===== config.mk =====
export PLATFORM = sky130hd
export DESIGN_NAME = inc_dec_arb
export DESIGN_NICKNAME = d
export VERILOG_FILES = /design/src/rtl/inc_dec_arb.sv
export SDC_FILE = /design/constraint.sdc
export NUM_CORES = 1
export LEC_CHECK = 0
export ABC_AREA = 1
export ABC_CLOCK_PERIOD_IN_PS = 2500
export CAP_MARGIN = 20
export CORE_UTILIZATION = 30
export DETAILED_ROUTE_END_ITERATION = 7
export DONT_BUFFER_PORTS = 1
export HOLD_SLACK_MARGIN = 0.03
export PLACE_DENSITY = 0.55
export SYNTH_ARGS = -nofsm -noshare
export SYNTH_HDL_FRONTEND = slang
export SYNTH_SLANG_ARGS = --single-unit

===== constraint.sdc =====
create_clock -name clk -period 2.5 [get_ports clk]
set_input_delay 0.125 -clock clk [delete_from_list [all_inputs] [get_ports clk]]
set_output_delay 0.125 -clock clk [all_outputs]
set_load 0.01 [all_outputs]

===== src/rtl/inc_dec_arb.sv =====
// Two-requester arbiter sharing one increment/decrement unit. A grant loads a
// one-entry result register, which stays held until the consumer takes it.
module inc_dec #(
    parameter int N = 4
) (
    input  logic [N-1:0] in,
    input  logic         mode,
    output logic [N-1:0] out,
    output logic         wrap
);
    always_comb begin
        out  = mode ? (in - N'(1)) : (in + N'(1));
        wrap = mode ? (in == '0) : (&in);
    end
endmodule

module inc_dec_arb #(
    parameter int N = 4
) (
    input  logic         clk,
    input  logic         rst,
    input  logic         req0_valid,
    output logic         req0_ready,
    input  logic [N-1:0] req0_in,
    input  logic         req0_mode,
    input  logic         req1_valid,
    output logic         req1_ready,
    input  logic [N-1:0] req1_in,
    input  logic         req1_mode,
    output logic         res_valid,
    input  logic         res_ready,
    output logic [N-1:0] res_out,
    output logic         res_id,
    output logic         res_wrap
);
    typedef enum logic {IDLE = 1'b0, HOLD = 1'b1} state_t;

    state_t       state, state_nxt;
    logic         ptr;
    logic         sel1;
    logic         grant;
    logic [N-1:0] op_in;
    logic         op_mode;
    logic [N-1:0] op_out;
    logic         op_wrap;

    // req1 wins when it is the only requester or when ptr favours it
    always_comb begin
        sel1       = req1_valid & (~req0_valid | ptr);
        grant      = (state == IDLE) & (req0_valid | req1_valid);
        req0_ready = (state == IDLE) & req0_valid & ~sel1;
        req1_ready = (state == IDLE) & sel1;
        op_in      = sel1 ? req1_in   : req0_in;
        op_mode    = sel1 ? req1_mode : req0_mode;
    end

    inc_dec #(.N(N)) u_inc_dec (
        .in   (op_in),
        .mode (op_mode),
        .out  (op_out),
        .wrap (op_wrap)
    );

    always_ff @(posedge clk or posedge rst) begin
        if (rst) state <= IDLE;
        else     state <= state_nxt;
    end

    always_comb begin
        state_nxt = state;
        case (state)
            IDLE:    if (req0_valid | req1_valid) state_nxt = HOLD;
            HOLD:    if (res_ready)               state_nxt = IDLE;
            default: state_nxt = IDLE;
        endcase
    end

    always_ff @(posedge clk or posedge rst) begin
        if (rst) begin
            ptr      <= 1'b0;
            res_out  <= '0;
            res_id   <= 1'b0;
            res_wrap <= 1'b0;
        end else if (grant) begin
            ptr      <= ~sel1;
            res_out  <= op_out;
            res_id   <= sel1;
            res_wrap <= op_wrap;
        end
    end

    assign res_valid = (state == HOLD);
endmodule

=== After elaboration in Yosys (flattened, before gate mapping) ===
Cells that the tools add are included.

* Output and inout port bits: 9
* Logic and storage cells: 26
* Register bits: 8
* Bits of input ports: 15

* Bitwise gates (word level): 10
* Reduce and logical (&&, ||, !) cells: 2
* Muxes and demuxes: 7
* Add/sub/neg operators: 2

{| class="wikitable"
|+ Operator list
! kind !! count
|-
| 4-bit two-way mux || 2
|-
| 1-bit bitwise AND || 5
|-
| 4-bit by 1-bit adder with 4-bit output, second input constant || 1
|-
| 4-bit logical NOT || 1
|-
| 1-bit two-way mux || 4
|-
| 4-bit AND reduction || 1
|-
| 4-bit by 1-bit subtractor with 4-bit output, second input constant || 1
|-
| 1-bit inverter || 3
|-
| 1-bit OR || 2
|-
| 1-bit case mux with 2 select lines || 1
|}

=== Longest topological paths before layout ===
Gate-level depths: netlist (run 1).

* Depth after elaboration: 6
* Depth in mapped cells: 15

=== Hierarchy ===
Synthesis (run 1) repeated with hierarchy kept, for this count alone.

* Cells, all modules: 85
* Area total of the unflattened synthesis: 593.1 um2

{| class="wikitable"
|+ Modules (own cells, without submodules)
! module !! times used !! area an instance (um2) !! cells each !! seq. area each (um2)
|-
| inc_dec_arb || 1 || 447.9 || 59 || 200.2
|-
| inc_dec || 1 || 145.1 || 26 || 0.0
|}

=== Worst setup path before layout (run 1) ===
OpenSTA, ideal clock, no wires.

* Path kind: register -> register
* From: reg ptr
* To: reg res_out[3]
* Slack: 0.911 ns
* Required time: 2.383 ns
* Cell stages (with the launch flop): 16
* Clock period less this slack: 1.589 ns
* Setup time: 0.117 ns
* Data arrival time: 1.471 ns
* Cell sequence: dfrtp_1 -> inv_1 -> nand2_4 -> nand2_8 -> inv_2 -> nand2_1 -> nand2_2 -> ha_1 -> nand2_1 -> inv_1 -> nand3_1 -> nand2_1 -> inv_1 -> nand2_1 -> nand3_1 -> nand2_1

* Word-level cells in the longest chain between the ends: 5

{| class="wikitable"
|+ RTL lines
! element !! line !! text
|-
| start: declaration || 39 || <nowiki>logic ptr;</nowiki>
|-
| start signal: assignment || 85 || <nowiki>ptr <= ~sel1;</nowiki>
|-
| 1-bit OR * || 49 || <nowiki>sel1 = req1_valid & (~req0_valid | ptr);</nowiki>
|-
| 1-bit bitwise AND * || 49 ||
|-
| 4-bit two-way mux || 53 || <nowiki>op_in = sel1 ? req1_in : req0_in;</nowiki>
|-
| 4-bit by 1-bit adder with 4-bit output / 4-bit by 1-bit subtractor with 4-bit output (equally long branches) || 12 || <nowiki>out = mode ? (in - N'(1)) : (in + N'(1));</nowiki>
|-
| 4-bit two-way mux * || 12 ||
|-
| end signal: assignment || 86 || <nowiki>res_out <= op_out;</nowiki>
|-
| end: declaration || 32 || <nowiki>output logic [N-1:0] res_out,</nowiki>
|}

Every way passes the cells marked *; elsewhere a longest branch is shown, timed or not.
A chain may end at the register's enable or synchronous reset.

=== Worst setup path after layout (run 1) ===
Ends and elaborated chain as after synthesis.

==> metrics.yaml, run 1 <==
io_buffers: 0
synth_top_cell_area_share_pct: 32.1
post-cts-setup-buffers: 0
endpoint_kind: "flip-flop"
drt_iter0_markers: 7
routabilityCongestion: 0.718
worst-endpoint-required_ps: 2640
hp-class: "primary input to flip-flop"
cts_made_buffers: 3
grt_max_degree: 12
grt_pass1_vias: 425
route.detailed.drc: 0
regArea_sq_um: 200
slew-limit-headroom_pct: 70.5
multi_input_area_sq_um: 357
tritoncts: "done"
p_total_mw: 0.532
critPathMostFrequentCell: "nand2_1"
fin_crit_ps: 1730
power_density_nw_per_um2: 780
yosysUniqueCellTypes: 21
ys_warn_count: 0
holdBufCountCts: 2
dieArea_sq_um: 2270
crit_arrival_ps: 1860
start_kind: "flip-flop"
drt-total-wl_um: 1130
area_growth_pct: 9.22
skew_ps: 1.59
cap_viol_max_count: 0
die_h_um: 47.6
synth_nets: 105
finalCritPeriodShare_pct: 69.2
netlist_instances: 87
fmax_ghz: 0.578
max_stage_delay_ps: 360
critPathBufInv: 4
clock-root-buffer: "clkbuf_4"
fin_nets: 110
ys_ff_latch: 8
dp.cells: 112
fp-row-count: 16
crit_chain: "inv_1, nand2_4, nand2_8, inv_2, nand2_1, nand2_2, ha_1, nand2_1, inv_1, nand3_1, nand2_1, inv_1, nand2_1, nand3_1, nand2_1"
nFillCells: 225
dr.pass1.iters: 4
crit_family: "simple AND/OR/NAND/NOR gates"
synth_area_leader_cell: "dfrtp_1"
place_area_sq_um: 639
start_util_pct: 31.8
postLayoutCellArea_sq_um: 682
cp_max_fo: 10
synthesis.area_sq_um: 624
place_hpwl_um: 984
setup_violations: 0
fin_cells: 117
antenna_found_initial: 0
postSynthAreaPerCell_sq_um: 7.18
vias: 510
leakage_nw: 0.377
crit_type: "flip-flop to flip-flop"
diodes: 0
grt_pass1_wl_um: 1700
cts.path.max_buffers: 2
status: "finished clean"
synth.top_cells.by_area: "dfrtp_1 (32%), nand2_1 (18%), inv_1 (7.2%)"
drive_above_1_share_pct: 16.7
tightest_slew_ps: 443
postRouteAntennaNets: 0
htreeDepth: 1
slew_violations: 0
die_w_um: 47.6
gr-total-overflow: 0
yosysSeqAreaShare_pct: 32.1
via_per_inst: 4.36
clk_pin_slew_ps: 50
insertion_delay_ps: 240
ios: 24
cts.sinks: 8
rsz0062_at_grt: "false"
ctsResizeCount: 0
grt_usage_pct: 11.0
hold_viol: 0
vdd_drop_max_v: 0.000216
setup_tns_ps: 0
post-route-util_pct: 34.8
core-area_sq_um: 1960
critPathSlowestCell: "dfrtp_1"
wl_per_cell_um: 9.64
power breakdown:
group	internal, mW	leakage, nW	switching (mW)
Clock	0.0545	0.0138	0.0376
Sequential	0.180	0.0961	0.0534
Combinational	0.0790	0.267	0.127
Total	0.314	0.377	0.218
state kept, by name, summed over array words and instances (netlist names):
signal and cells:
res_id 1, res_wrap 1, ptr 1, res_out 4, res_valid 1
synth_stat cells:
library cell	count
dfrtp_1	8
o21ai_0	3
inv_2	1
nand2_1	30
nor2_2	1
fa_1	1
buf_6	1
nand2_2	6
nand3_1	7
a21oi_1	2
nand2_8	1
o21ai_2	1
buf_4	1
nor2_1	4
xnor2_1	1
ha_1	2
nand3b_1	2
inv_1	12
o21a_1	1
and2_4	1
nand2_4	1
cells in the final DEF (no fill, tap or decap):
cell and count:
inv_2 1, and2_4 1, dfrtp_1 8, xnor2_1 1, nand2_4 1, dlygate4sd3_1 2, o21a_1 1, ha_1 2
clkbuf_4 3, nand2_2 6, fa_1 1, o21ai_2 1, nand2_8 1, nand3b_1 2, a21oi_1 2, nand2_1 30
nand3_1 7, nor2_1 4, inv_1 12, nor2_2 1, o21ai_0 3
worst paths after layout:
path / startpoint / end / slack [ps] / depth (start not counted)
min in group asynchronous: rst / res_out[1]$_DFFE_PP0P_ / 260 / 2
setup / recovery: ptr$_DFFE_PP0P_ / res_out[3]$_DFFE_PP0P_ / 770 / 15
max in group asynchronous: rst / res_id$_DFFE_PP0P_ / 2020 / 2
hold reg to reg: res_out[3]$_DFFE_PP0P_ / res_out[3]$_DFFE_PP0P_ / 540 / 2
hold / removal: req1_valid / res_id$_DFFE_PP0P_ / 80 / 2
setup reg to reg: ptr$_DFFE_PP0P_ / res_out[3]$_DFFE_PP0P_ / 770 / 15
stage by stage:
step,hold WS (ps),setup WS [ps]
floorplan,-59.3,911
global placement,-24.2,794
detailed placement,-25.6,758
CTS,83.7,746
global route,101,577
finish,83.6,770
area by class of cell:
type / instances / area share (%)
multi-input combinational: 64 / 52.3
timing repair buffer: 2 / 2.94
clock buffer: 3 / 3.30
sequential: 8 / 29.4
inverter: 13 / 7.16
tap: 27 / 4.95
kinds of logic after synthesis:
logic type      synth area share (%)
xor+xnor                        1.40
compound gates                  6.61
simple gates                    41.9
flops                           32.1
fa+ha+maj                       7.21
buf+inv                         10.8
worst register-to-register path, delay by kind of cell, from the launching register on:
kind | cells | cell delay [ps]
buf+inv | 4 | 250
flops | 1 | 360
fa+ha+maj | 1 | 310
simple gates | 10 | 700
per-layer routing:
layer,global-route usage [%],up-vias,part of all wire (%)
li1,-,273,-
met2,16.7,19,45
met1,13.9,215,46
met4,6.67,0,1.5
met3,2.64,3,7.5
met5,0,-,0
(Power assumes the default switching activity.)
==> inputs of run 2 (changes only) <==
- ABC_AREA: 1 -> 0
- ABC_CLOCK_PERIOD_IN_PS: 2500 -> 1800
- clock period: 2.5 -> 1.8 ns (I/O delays scaled with it)
==> metrics.yaml, run 2 <==
status: "finished, violations left"
violations: "negative setup slack"
insertion_delay_ps: 250
die_h_um: 45.3
cp_max_fo: 5
ios: 24
route.detailed.drc: 0
clock_power_share_pct: 16.9
holdWs_ps: 163
hold_path_end: "res_wrap$_DFFE_PP0P_"
start_kind: "flip-flop"
synth_area_leader_cell: "dfrtp_1"
worst-endpoint-required_ps: 1940
routabilityCongestion: 0.771
dp.cells: 85
synthArstFlopShare_pct: 100
gr-total-overflow: 0
dr.pass1.iters: 3
crit_type: "flip-flop to flip-flop"
ys_warn_count: 0
crit_arrival_ps: 2010
postSynthAreaPerCell_sq_um: 10.0
setup_violations: 2
worst-r2r-cell-count: 7
postLayoutCellArea_sq_um: 718
netlist_instances: 56
drive_above_1_share_pct: 30.3
die_w_um: 45.3
place_area_sq_um: 668
drt_iter0_markers: 1
ys.flop_type: "dfrtp_1"
synth.top_cells.by_area: "dfrtp_1 (36%), mux2_2 (8.0%), o21ai_0 (7.1%)"
drt-total-wl_um: 1180
finalWorstSetupSlack_ps: -76.6
min_path_cells: 3
ff2ff_setup_slack_ps: -80
core-area_sq_um: 1750
wl_per_cell_um: 13.0
multi_input_area_sq_um: 377
fp-row-count: 15
leakage_nw: 0.309
slew-limit-headroom_pct: 60.3
skew_ps: 1.18
ys_ff_latch: 8
area_growth_pct: 27.8
grt_max_degree: 13
grt_pass1_wl_um: 1910
yosysUniqueCellTypes: 28
fin_nets: 86
htreeDepth: 1
cts_made_buffers: 3
place_hpwl_um: 984
synthesis.area_sq_um: 562
vias: 452
fin_cells: 91
fin_crit_ps: 1880
hold_viol: 0
hold_path.startpoint: "req0_in[3]"
r2r_end: "res_out[3]$_DFFE_PP0P_"
diodes: 0
yosysSeqAreaShare_pct: 35.6
crit-reg2reg-launch: "ptr$_DFFE_PP0P_"
combPwrFrac_pct: 38.5
rsz0062_at_grt: "true"
cts.sinks: 8
netSwitchingPower_mw: 0.288
finalCritPeriodShare_pct: 104
postRouteAntennaNets: 0
start_util_pct: 32.2
switching_share_pct: 36.6
nFillCells: 181
largest_reg_flops: 4
vdd_drop_max_v: 0.000349
largest_register: "res_out"
antenna_found_initial: 0
tritoncts: "done"
synth_top_cell_area_share_pct: 35.6
fmax_ghz: 0.533
grt_pass1_vias: 449
via_per_inst: 4.97
p_int_mw: 0.498
hp-class: "primary input to flip-flop"
seq_power_share_pct: 44.6
slew_violations: 0
power_density_nw_per_um2: 1100
cts.path.max_buffers: 2
cap_viol_max_count: 0
final_common_cell: "dfrtp_1"
synth-edff-count: 0
clock-root-buffer: "clkbuf_4"
tightest_slew_ps: 592
synth_nets: 74
regArea_sq_um: 200
grt_usage_pct: 13.5
clk_pin_slew_ps: 50
io_buffers: 0
yosys-top-cells-count: "dfrtp_1 (8), o21ai_0 (8), inv_1 (5), mux2_2 (4)"
dieArea_sq_um: 2050
mostFrequentLayoutCells: "dfrtp_1 (8), o21ai_0 (7), buf_4 (6)"
endpoint_kind: "flip-flop"
run 2: cell count changes in the layout (fill, tap and decap cells not counted), moves of 3 or more:
cell     change
nor2_1       -3
buf_4        +6
mux2_4       +4
nand2_1     -27
nand3_1      -7
o21ai_0      +4
nand2_2      -6
inv_1        -7
run 2: logic make-up after synthesis:
group,Yosys count,synth area share [%]
compound gates,16,20.0
xor+xnor,4,6.24
fa+ha+maj,3,8.02
mux,6,12.5
buf+inv,7,4.68
simple gates,12,12.9
flops,8,35.6
run 2: worst max-delay path: stages (launching register included):
cell      delay (ps)
dfrtp_1          410
o21ai_4          240
mux2_4           370
ha_4             300
nand3_2           50
o211ai_1         180
xnor2_1          140
o21ai_1           70
run 2: final cells by class:
| class | instances | area share [%] |
|---|---|---|
| inverter | 6 | 3.14 |
| timing repair buffer | 8 | 9.06 |
| multi-input combinational | 41 | 52.4 |
| tap | 25 | 4.36 |
| clock buffer | 3 | 3.14 |
| sequential | 8 | 27.9 |
run 2: power by group through the flow:
stage	sequential, mW	clock (mW)	combinational [mW]
floorplan	0.341	0	0.223
global placement	0.353	0	0.295
detailed placement	0.353	0	0.298
CTS	0.352	0.139	0.304
global route	0.362	0.153	0.341
finish	0.350	0.133	0.303
run 2: worst max-delay path by stage:
stage                    start                     end  cells after the start  slack, ps
6_report       ptr$_DFFE_PP0P_  res_out[3]$_DFFE_PP0P_                      7        -80
5_1_grt        ptr$_DFFE_PP0P_  res_out[3]$_DFFE_PP0P_                      7       -160
4_1_cts        ptr$_DFFE_PP0P_  res_out[3]$_DFFE_PP0P_                      7        -80
3_5_place_dp   ptr$_DFFE_PP0P_  res_out[3]$_DFFE_PP0P_                      7        -90
3_3_place_gp   ptr$_DFFE_PP0P_  res_out[3]$_DFFE_PP0P_                      7        -90
2_1_floorplan  ptr$_DFFE_PP0P_  res_out[3]$_DFFE_PP0P_                      7        -90
run 2: timing repair:
| item | 4_1_cts | 5_1_grt |
|---|---|---|
| gates resized for setup | 0 | 0 |
| setup buffers | 1 | 0 |
| setup endpoints to repair | 3 | 3 |
| hold endpoints to repair | 9 | 0 |
| hold buffers | 2 | 0 |
| pin swaps | 1 | 0 |
run 2: stage by stage:
step	setup TNS, ps	worst slack [ps]	power (mW)	util, %
final	-129	-76.6	0.786	41.1
after global routing	-358	-161	0.855	41.1
after CTS	-139	-75.5	0.794	41.1
after detailed placement	-185	-92.6	0.651	38.3
after global placement	-166	-85.9	0.648	38.3
after floorplan	-154	-90.1	0.564	-
run 2: per-layer routing:
metal	wire, um	vias to the layer above	global-route usage, %
met5	0	-	0
met4	19	0	10.9
met3	65	2	3.20
met2	581	19	22.0
met1	515	208	14.7
li1	-	223	-
